`src/rtl/sar_adc_ctrl.sv`:
```
// Successive-approximation ADC controller: sample/hold, binary-search DAC trials, result capture.
// Optional macro CMP_SYNC_EN adds a 2-flop comparator synchronizer and a wider trial window.
module sar_adc_ctrl #(
    parameter int unsigned WIDTH         = 8,
    parameter int unsigned SAMPLE_CYCLES = 4,
    parameter int unsigned SETTLE_CYCLES = 1
) (
    input  logic             clk,
    input  logic             rst,
    input  logic             start,
    input  logic             abort,
    input  logic             cmp_in,
    output logic             sample,
    output logic [WIDTH-1:0] dac_code,
    output logic             busy,
    output logic             done,
    output logic [WIDTH-1:0] result,
    output logic             ovr
);

`ifdef CMP_SYNC_EN
    // Two extra cycles per trial let the synchronized comparator catch up with the new code.
    localparam int unsigned WIN = SETTLE_CYCLES + 3;

    logic [1:0] cmp_sync;
    logic       cmp;

    always_ff @(posedge clk or posedge rst) begin
        if (rst) cmp_sync <= '0;
        else     cmp_sync <= {cmp_sync[0], cmp_in};
    end
    assign cmp = cmp_sync[1];
`else
    localparam int unsigned WIN = SETTLE_CYCLES + 1;

    logic cmp;
    assign cmp = cmp_in;
`endif

    localparam int unsigned SCW = $clog2(SAMPLE_CYCLES + 1);
    localparam int unsigned TCW = $clog2(WIN + 1);
    localparam int unsigned IW  = $clog2(WIDTH);
    localparam logic [WIDTH-1:0] MSB = {1'b1, {(WIDTH-1){1'b0}}};

    typedef enum logic [1:0] {S_IDLE, S_SAMPLE, S_TRIAL, S_DONE} state_t;

    state_t           state;
    logic [SCW-1:0]   scnt;
    logic [TCW-1:0]   tcnt;
    logic [IW-1:0]    idx;
    logic [WIDTH-1:0] w;
    logic [WIDTH-1:0] w_upd;
    logic [WIDTH-1:0] next_bit;

    // Working value after this trial's decision, and the next lower trial bit.
    always_comb begin
        w_upd    = cmp ? (w | (WIDTH'(1) << idx)) : w;
        next_bit = WIDTH'(1) << (idx - 1'b1);
    end

    always_ff @(posedge clk or posedge rst) begin
        if (rst) begin
            state    <= S_IDLE;
            scnt     <= '0;
            tcnt     <= '0;
            idx      <= '0;
            w        <= '0;
            sample   <= 1'b0;
            dac_code <= '0;
            busy     <= 1'b0;
            done     <= 1'b0;
            result   <= '0;
            ovr      <= 1'b0;
        end else begin
            done <= 1'b0;
            case (state)
                S_IDLE: begin
                    if (start) begin
                        state    <= S_SAMPLE;
                        scnt     <= SCW'(SAMPLE_CYCLES - 1);
                        sample   <= 1'b1;
                        busy     <= 1'b1;
                        dac_code <= '0;
                    end
                end
                S_SAMPLE: begin
                    if (abort) begin
                        state    <= S_IDLE;
                        sample   <= 1'b0;
                        busy     <= 1'b0;
                        dac_code <= '0;
                    end else if (scnt == '0) begin
                        state    <= S_TRIAL;
                        sample   <= 1'b0;
                        idx      <= IW'(WIDTH - 1);
                        w        <= '0;
                        tcnt     <= TCW'(WIN - 1);
                        dac_code <= MSB;
                    end else begin
                        scnt <= scnt - 1'b1;
                    end
                end
                S_TRIAL: begin
                    if (abort) begin
                        state    <= S_IDLE;
                        busy     <= 1'b0;
                        dac_code <= '0;
                    end else if (tcnt != '0) begin
                        tcnt <= tcnt - 1'b1;
                    end else begin
                        // Decision edge: keep or drop the trial bit.
                        w <= w_upd;
                        if (idx == '0) begin
                            state    <= S_DONE;
                            done     <= 1'b1;
                            result   <= w_upd;
                            ovr      <= &w_upd;
                            dac_code <= w_upd;
                        end else begin
                            idx      <= idx - 1'b1;
                            tcnt     <= TCW'(WIN - 1);
                            dac_code <= w_upd | next_bit;
                        end
                    end
                end
                S_DONE: begin
                    state    <= S_IDLE;
                    busy     <= 1'b0;
                    dac_code <= '0;
                end
                default: begin
                    state <= S_IDLE;
                end
            endcase
        end
    end

endmodule

```
`config.mk`:
```
export PLATFORM = sky130hd
export DESIGN_NAME = sar_adc_ctrl
export DESIGN_NICKNAME = d
export VERILOG_FILES = /design/src/rtl/sar_adc_ctrl.sv
export SDC_FILE = /design/constraint.sdc
export NUM_CORES = 1
export LEC_CHECK = 0
export BUFFER_PORTS_ARGS = -buffer_cell sky130_fd_sc_hd__buf_4
export CAP_MARGIN = 20
export CORE_MARGIN = 5
export CORE_UTILIZATION = 30
export CTS_BUF_LIST = sky130_fd_sc_hd__clkbuf_4 sky130_fd_sc_hd__clkbuf_8
export DETAILED_ROUTE_END_ITERATION = 10
export SKIP_LAST_GASP = 1
export SYNTH_ARGS = -nofsm -noshare
export SYNTH_HDL_FRONTEND = slang
export SYNTH_SLANG_ARGS = --single-unit
```
`constraint.sdc`:
```
create_clock -name clk -period 1.6 [get_ports clk]
set_input_delay 0.24 -clock clk [delete_from_list [all_inputs] [get_ports clk]]
set_output_delay 0.24 -clock clk [all_outputs]
set_load 0.005 [all_outputs]
```
## After elaboration in Yosys (flattened, before gate mapping)

Cells that the tools add are included.

- Muxes and demuxes: 46
- Reductions and logical operators: 17
- Multipliers: 0
- Equal/unequal tests: 15
- Bitwise gates (word level): 4
- Div/mod/pow operators: 0
- $lt $le $gt $ge: 0
- Shift-type cells: 2
- Add/sub/neg operators: 3

Operator list:

| operator | number |
|---|---|
| two-way mux 8 bit | 11 |
| one-hot mux 8 bit (4 select lines) | 1 |
| two-way mux 3 bit | 8 |
| two-way mux 2 bit | 11 |
| OR 8 bit | 2 |
| one-hot mux 8 bit (2 select lines) | 1 |
| << shifter 1 x 3 -> 8 bit, first input constant | 2 |
| != test 2 bit, second input constant | 7 |
| != test 3 bit, second input constant | 4 |
| one-hot mux 3 bit (2 select lines) | 2 |
| AND reduction 4 bit | 3 |
| AND reduction 5 bit | 2 |
| two-way mux 1 bit | 8 |
| one-hot mux 2 bit (4 select lines) | 1 |
| AND reduction 8 bit | 1 |
| zero test 3 bit | 2 |
| AND reduction 3 bit | 2 |
| AND reduction 6 bit | 1 |
| nonzero test 2 bit | 3 |
| subtractor 3 x 1 -> 3 bit, second input constant | 2 |
| == test 2 bit, second input constant | 2 |
| one-hot mux 2 bit (2 select lines) | 1 |
| one-hot mux 1 bit (3 select lines) | 1 |
| == test 2 x 1 -> 1 bit, second input constant | 1 |
| other kinds (7) | 8 |

- Word-level logic and storage cells: 98
- Memory bits (read-only): 0
- Register bits: 38
- RAM bits: 0
- Memories kept: 0
- Output and inout port bits: 20
- Input bits: 5
- Bits in latches: 0

## Depth between registers and ports, before layout

- Depth after elaboration: 8
- Depth in mapped cells: 9
- Depth with buffers taken out: 7

## Worst setup path after synthesis

No wires, ideal clock.

- Kind: register -> register
- From: register state[1]
- To: register dac_code[0]
- Data arrival time: 1.459 ns
- Setup time: 0.118 ns
- Period minus slack after synthesis: 1.577 ns
- Data required time: 1.482 ns
- Setup slack: 0.023 ns
- Buffers on the path: 1
- Stages on the path, launching flop included: 9
- Cells stage by stage: dfrtp_1 > inv_1 > ha_1 > buf_6 > inv_4 > o31a_4 > nand4_2 > a21oi_1 > a21o_1

- Cells in the longest elaborated chain, start to end: 3
- Elaborated cells on any way between the ends: 9
- Those cells by class: eq/ne (6); mux (1); reduce/logical (2)

RTL lines:

| what | line | source |
|---|---|---|
| start, declared | 47 | `state_t state;` |
| start signal, assigned | 63 | `state <= S_IDLE;` |
| start signal, assigned | 79 | `state <= S_SAMPLE;` |
| start signal, assigned | 88 | `state <= S_IDLE;` |
| == test 2 bit, or another cell as far along | 76 | `case (state)` |
| != test 3 bit (no line) or != test 2 bit (tied branches) | -- |  |
| AND reduction 3 bit (no line) | -- |  |
| end signal, assigned | 118 | `dac_code <= w_upd;` |
| end signal, assigned | 122 | `dac_code <= w_upd \| next_bit;` |
| end, declared | 14 | `output logic [WIDTH-1:0] dac_code,` |

Several ways; a longest one is shown, not always the timed one.
A chain may end at the register's enable or synchronous reset.

## Worst setup path after layout

- From: register state[0]
- To: register result[6]

- Cells in the longest elaborated chain, start to end: 2

RTL lines:

| what | line | source |
|---|---|---|
| == test 2 bit | 76 |  |
| AND reduction 4 bit (no line) | -- |  |
| end signal, assigned | 116 | `result <= w_upd;` |
| end, declared | 17 | `output logic [WIDTH-1:0] result,` |

No other way between the ends.

==> run metrics <==
syn_nets 229; GRT overflow 0; die width 93.31 um; fin crit share 100.3%; failing checks negative setup slack; Synth Cell Area 2082 um2; largest net degree at the start of global routing 39; Yosys Warn Count 0; FMAX 623.3 MHz; CTS buffer count 5; sequential-to-total area share from yosys stat 45.67%; CP endpoint kind register; Area contributors post-synth dfrtp_1, ha_1, nand2_1; wire length of the first global-routing pass between 7 and 8 mm; post-synth top area share 45.67%; status finished with violations; die height 93.31 um; Worst-Skew Late Latency between 200 and 300 ps; TritonCTS Sinks 38; post-synth top area cell dfrtp_1; Fillers 677; Synth cell types between 50 and 60; fin worst setup slack -4.440 ps; DR WL/cell 14.05 um; PwrDens ~1500 nW/um2; htree depth 2; CP top delay family flip-flops; clock-pin slew on the worst setup and hold paths around 80 ps; VDD IR max 0.4579 mV; vias in the first global route 1656; Ports 25; Post-Layout Cell Count about 340; Iter 0 DRT Violations 74; residual DRC count 0; Setup Skew slightly below 6 ps; total routed wirelength 4.820 mm; Initial Util about 31%; detailed-router iteration count before antenna repair 4; Slew Limit Fails 0; CTS tree yes; via count about 1700; routability cong. 0.8467; CTS Root Cell clkbuf_8; Post-Syn Instances 213; fin crit period 1604 ps; Placed Instances 331; Detail Placement HPWL 3.476 mm; critical path class register to register; Worst EP arrival 1780 ps; initial antenna violation count 0; Port Buffers 24; hold buffers post-CTS 0; nature of the critical path startpoint register; overall routing resource usage 11.58%; Rows 30; RSZ-0062 raised after global routing yes; required time of the critical path 1780 ps; layout cells sized above 1 36.50%; Synth Area per Inst 9.775 um2; Pleak 0.001274 uW; setup violators final 3; CP bufs+invs 1; crit path max-delay cell type dfrtp_1; crit path max fanout 6; Layout area overhead 32.15%; Worst-Margin Slew 493.3 ps; Clock Path Buffers 2; Min Hold Slack 49.51 ps; Nets about 280; n_diodes 0; crit-path cells inv_2, ha_2, and2b_4, nand3_4, mux2_1; final hold violation count 0; FF+latch count, synth 38; Final ANT Viol Nets 0; core area 6756 um2; die area between 8000 and 9000 um2; vias per cell about 5.0; hold crit path type input pin to async pin; Slew headroom 66.97%; max-cap violations 0; CP max stage delay 440 ps
-- stage by stage --
| step | TNS [ps] | cell area [um2] | setup slack [ps] | utilization (%) | power [uW] |
|---|---|---|---|---|---|
| final | -9.383 | 2751 | -4.440 | 40.72 | 4183 |
| after global routing | -1080 | 2751 | -88.62 | 40.72 | 4479 |
| after CTS | -32.40 | 2582 | -20.25 | 38.22 | 3779 |
| after detailed placement | -18.59 | 2467 | -18.59 | 36.52 | 2915 |
| after global placement | 0 | 2467 | 4.744 | 36.52 | 2893 |
| after floorplan | 0 | 2082 | 22.51 | - | 2349 |
-- worst paths after layout --
kind	to	depth (start not counted)	slack (ps)	start
max	result[6]$_DFFE_PP0P_	5	-4	state[0]$_DFFE_PP0P_
min	busy$_DFFE_PP0P_	3	50	rst
max reg2reg	result[6]$_DFFE_PP0P_	5	-4	state[0]$_DFFE_PP0P_
min reg2reg	dac_code[0]$_DFFE_PP0P_	1	480	dac_code[0]$_DFFE_PP0P_
max in group asynchronous	idx[2]$_DFFE_PP0P_	3	1190	rst
min in group clk	busy$_DFFE_PP0P_	3	240	start
-- area by class of cell --
| class | count | area (um2) | share of cell area (%) |
|---|---|---|---|
| multi-input combinational | 151 | 1106 | 40.20 |
| sequential | 38 | 952.2 | 34.61 |
| timing repair buffer | 54 | 429.2 | 15.60 |
| tap | 80 | 100.1 | 3.638 |
| clock buffer | 6 | 82.58 | 3.001 |
| inverter | 13 | 51.30 | 1.864 |
| clock inverter | 1 | 30.03 | 1.091 |
-- tightest hold or removal path, cell delays in order --
cell and delay [ps]:
buf_4 110, inv_1 40, buf_4 400
-- placed cells by master, fill, tap and decap left out, types with 2 or more instances in the layout --
| cell type | instances |
|---|---|
| a21oi_1 | 12 |
| inv_2 | 5 |
| nand2b_1 | 5 |
| nand3_1 | 7 |
| o21ai_0 | 5 |
| clkbuf_8 | 6 |
| a21o_1 | 4 |
| nand2_1 | 28 |
| a31o_2 | 2 |
| mux2_1 | 3 |
| o21ai_1 | 13 |
| buf_6 | 3 |
| a31oi_1 | 7 |
| buf_4 | 50 |
| o31ai_1 | 2 |
| inv_1 | 7 |
| ha_4 | 3 |
| dfrtp_1 | 37 |
| a41oi_1 | 2 |
| a21oi_2 | 3 |
| ha_2 | 3 |
| ha_1 | 5 |
| nor2_1 | 14 |
-- per-layer routing --
metal  wire length (um)  global-route usage (%)  vias to the layer above  part of all wire, %
met5                  0                       0                        -                    0
met4                 86                   5.372                        0                  1.8
met3                146                   2.011                        6                  3.0
met2               2297                   17.87                       29                   48
met1               2290                   15.72                      822                   48
li1                   -                       -                      844                    -
-- cells by family after synthesis --
family | after synthesis | synth area share, %
compound gates | 67 | 22.12
simple gates | 67 | 16.23
flops | 38 | 45.67
buf+inv | 24 | 6.430
fa+ha+maj | 11 | 6.610
mux | 4 | 2.103
xor+xnor | 2 | 0.8415
-- repair_timing --
action | CTS | global route
buffers inserted | 0 | 5
pin swaps | 0 | 5
gates resized for setup | 2 | 36
setup endpoints to repair | 7 | 33
endpoints found under the hold margin | 0 | 0
-- cell usage after synthesis (all sizes together) --
master and instances:
nand4 2, mux2 3, inv 13, nor3b 2
o211ai 2, a221oi 1, and3 1, nand2b 5
a22oi 1, clkbuf 2, a31oi 8, o32ai 1
dfrtp 38, ha 11, o21ai 19, a2bb2oi 1
o31ai 4, a21oi 15, nand2 29, a22o 1
a21o 4, nand3 8, xor2 1, o21bai 1
o22ai 1, nor3 1, o211a 1, nor2 16
o31a 1, buf 9, xnor2 1, a311oi 1
a41oi 2, mux2i 1, a21boi 1, a31o 2
and2b 1, nor2b 2
-- registers in the layout, summed over array words and instances, names as in the netlist --
register / flops
busy: 1
done: 1
result: 8
scnt: 3
tcnt: 2
sample: 1
idx: 3
w: 8
dac_code: 8
ovr: 1
state: 2
-- power by group --
| part | total (uW) | leakage, uW | internal [uW] | switching (uW) |
|---|---|---|---|---|
| sequential | 1210 | 0.000497 | 1090 | 120 |
| combinational | 2130 | 0.000720 | 1010 | 1120 |
| clock | 843 | 0.0000573 | 499 | 344 |
Power figures use the tool's default switching activity.
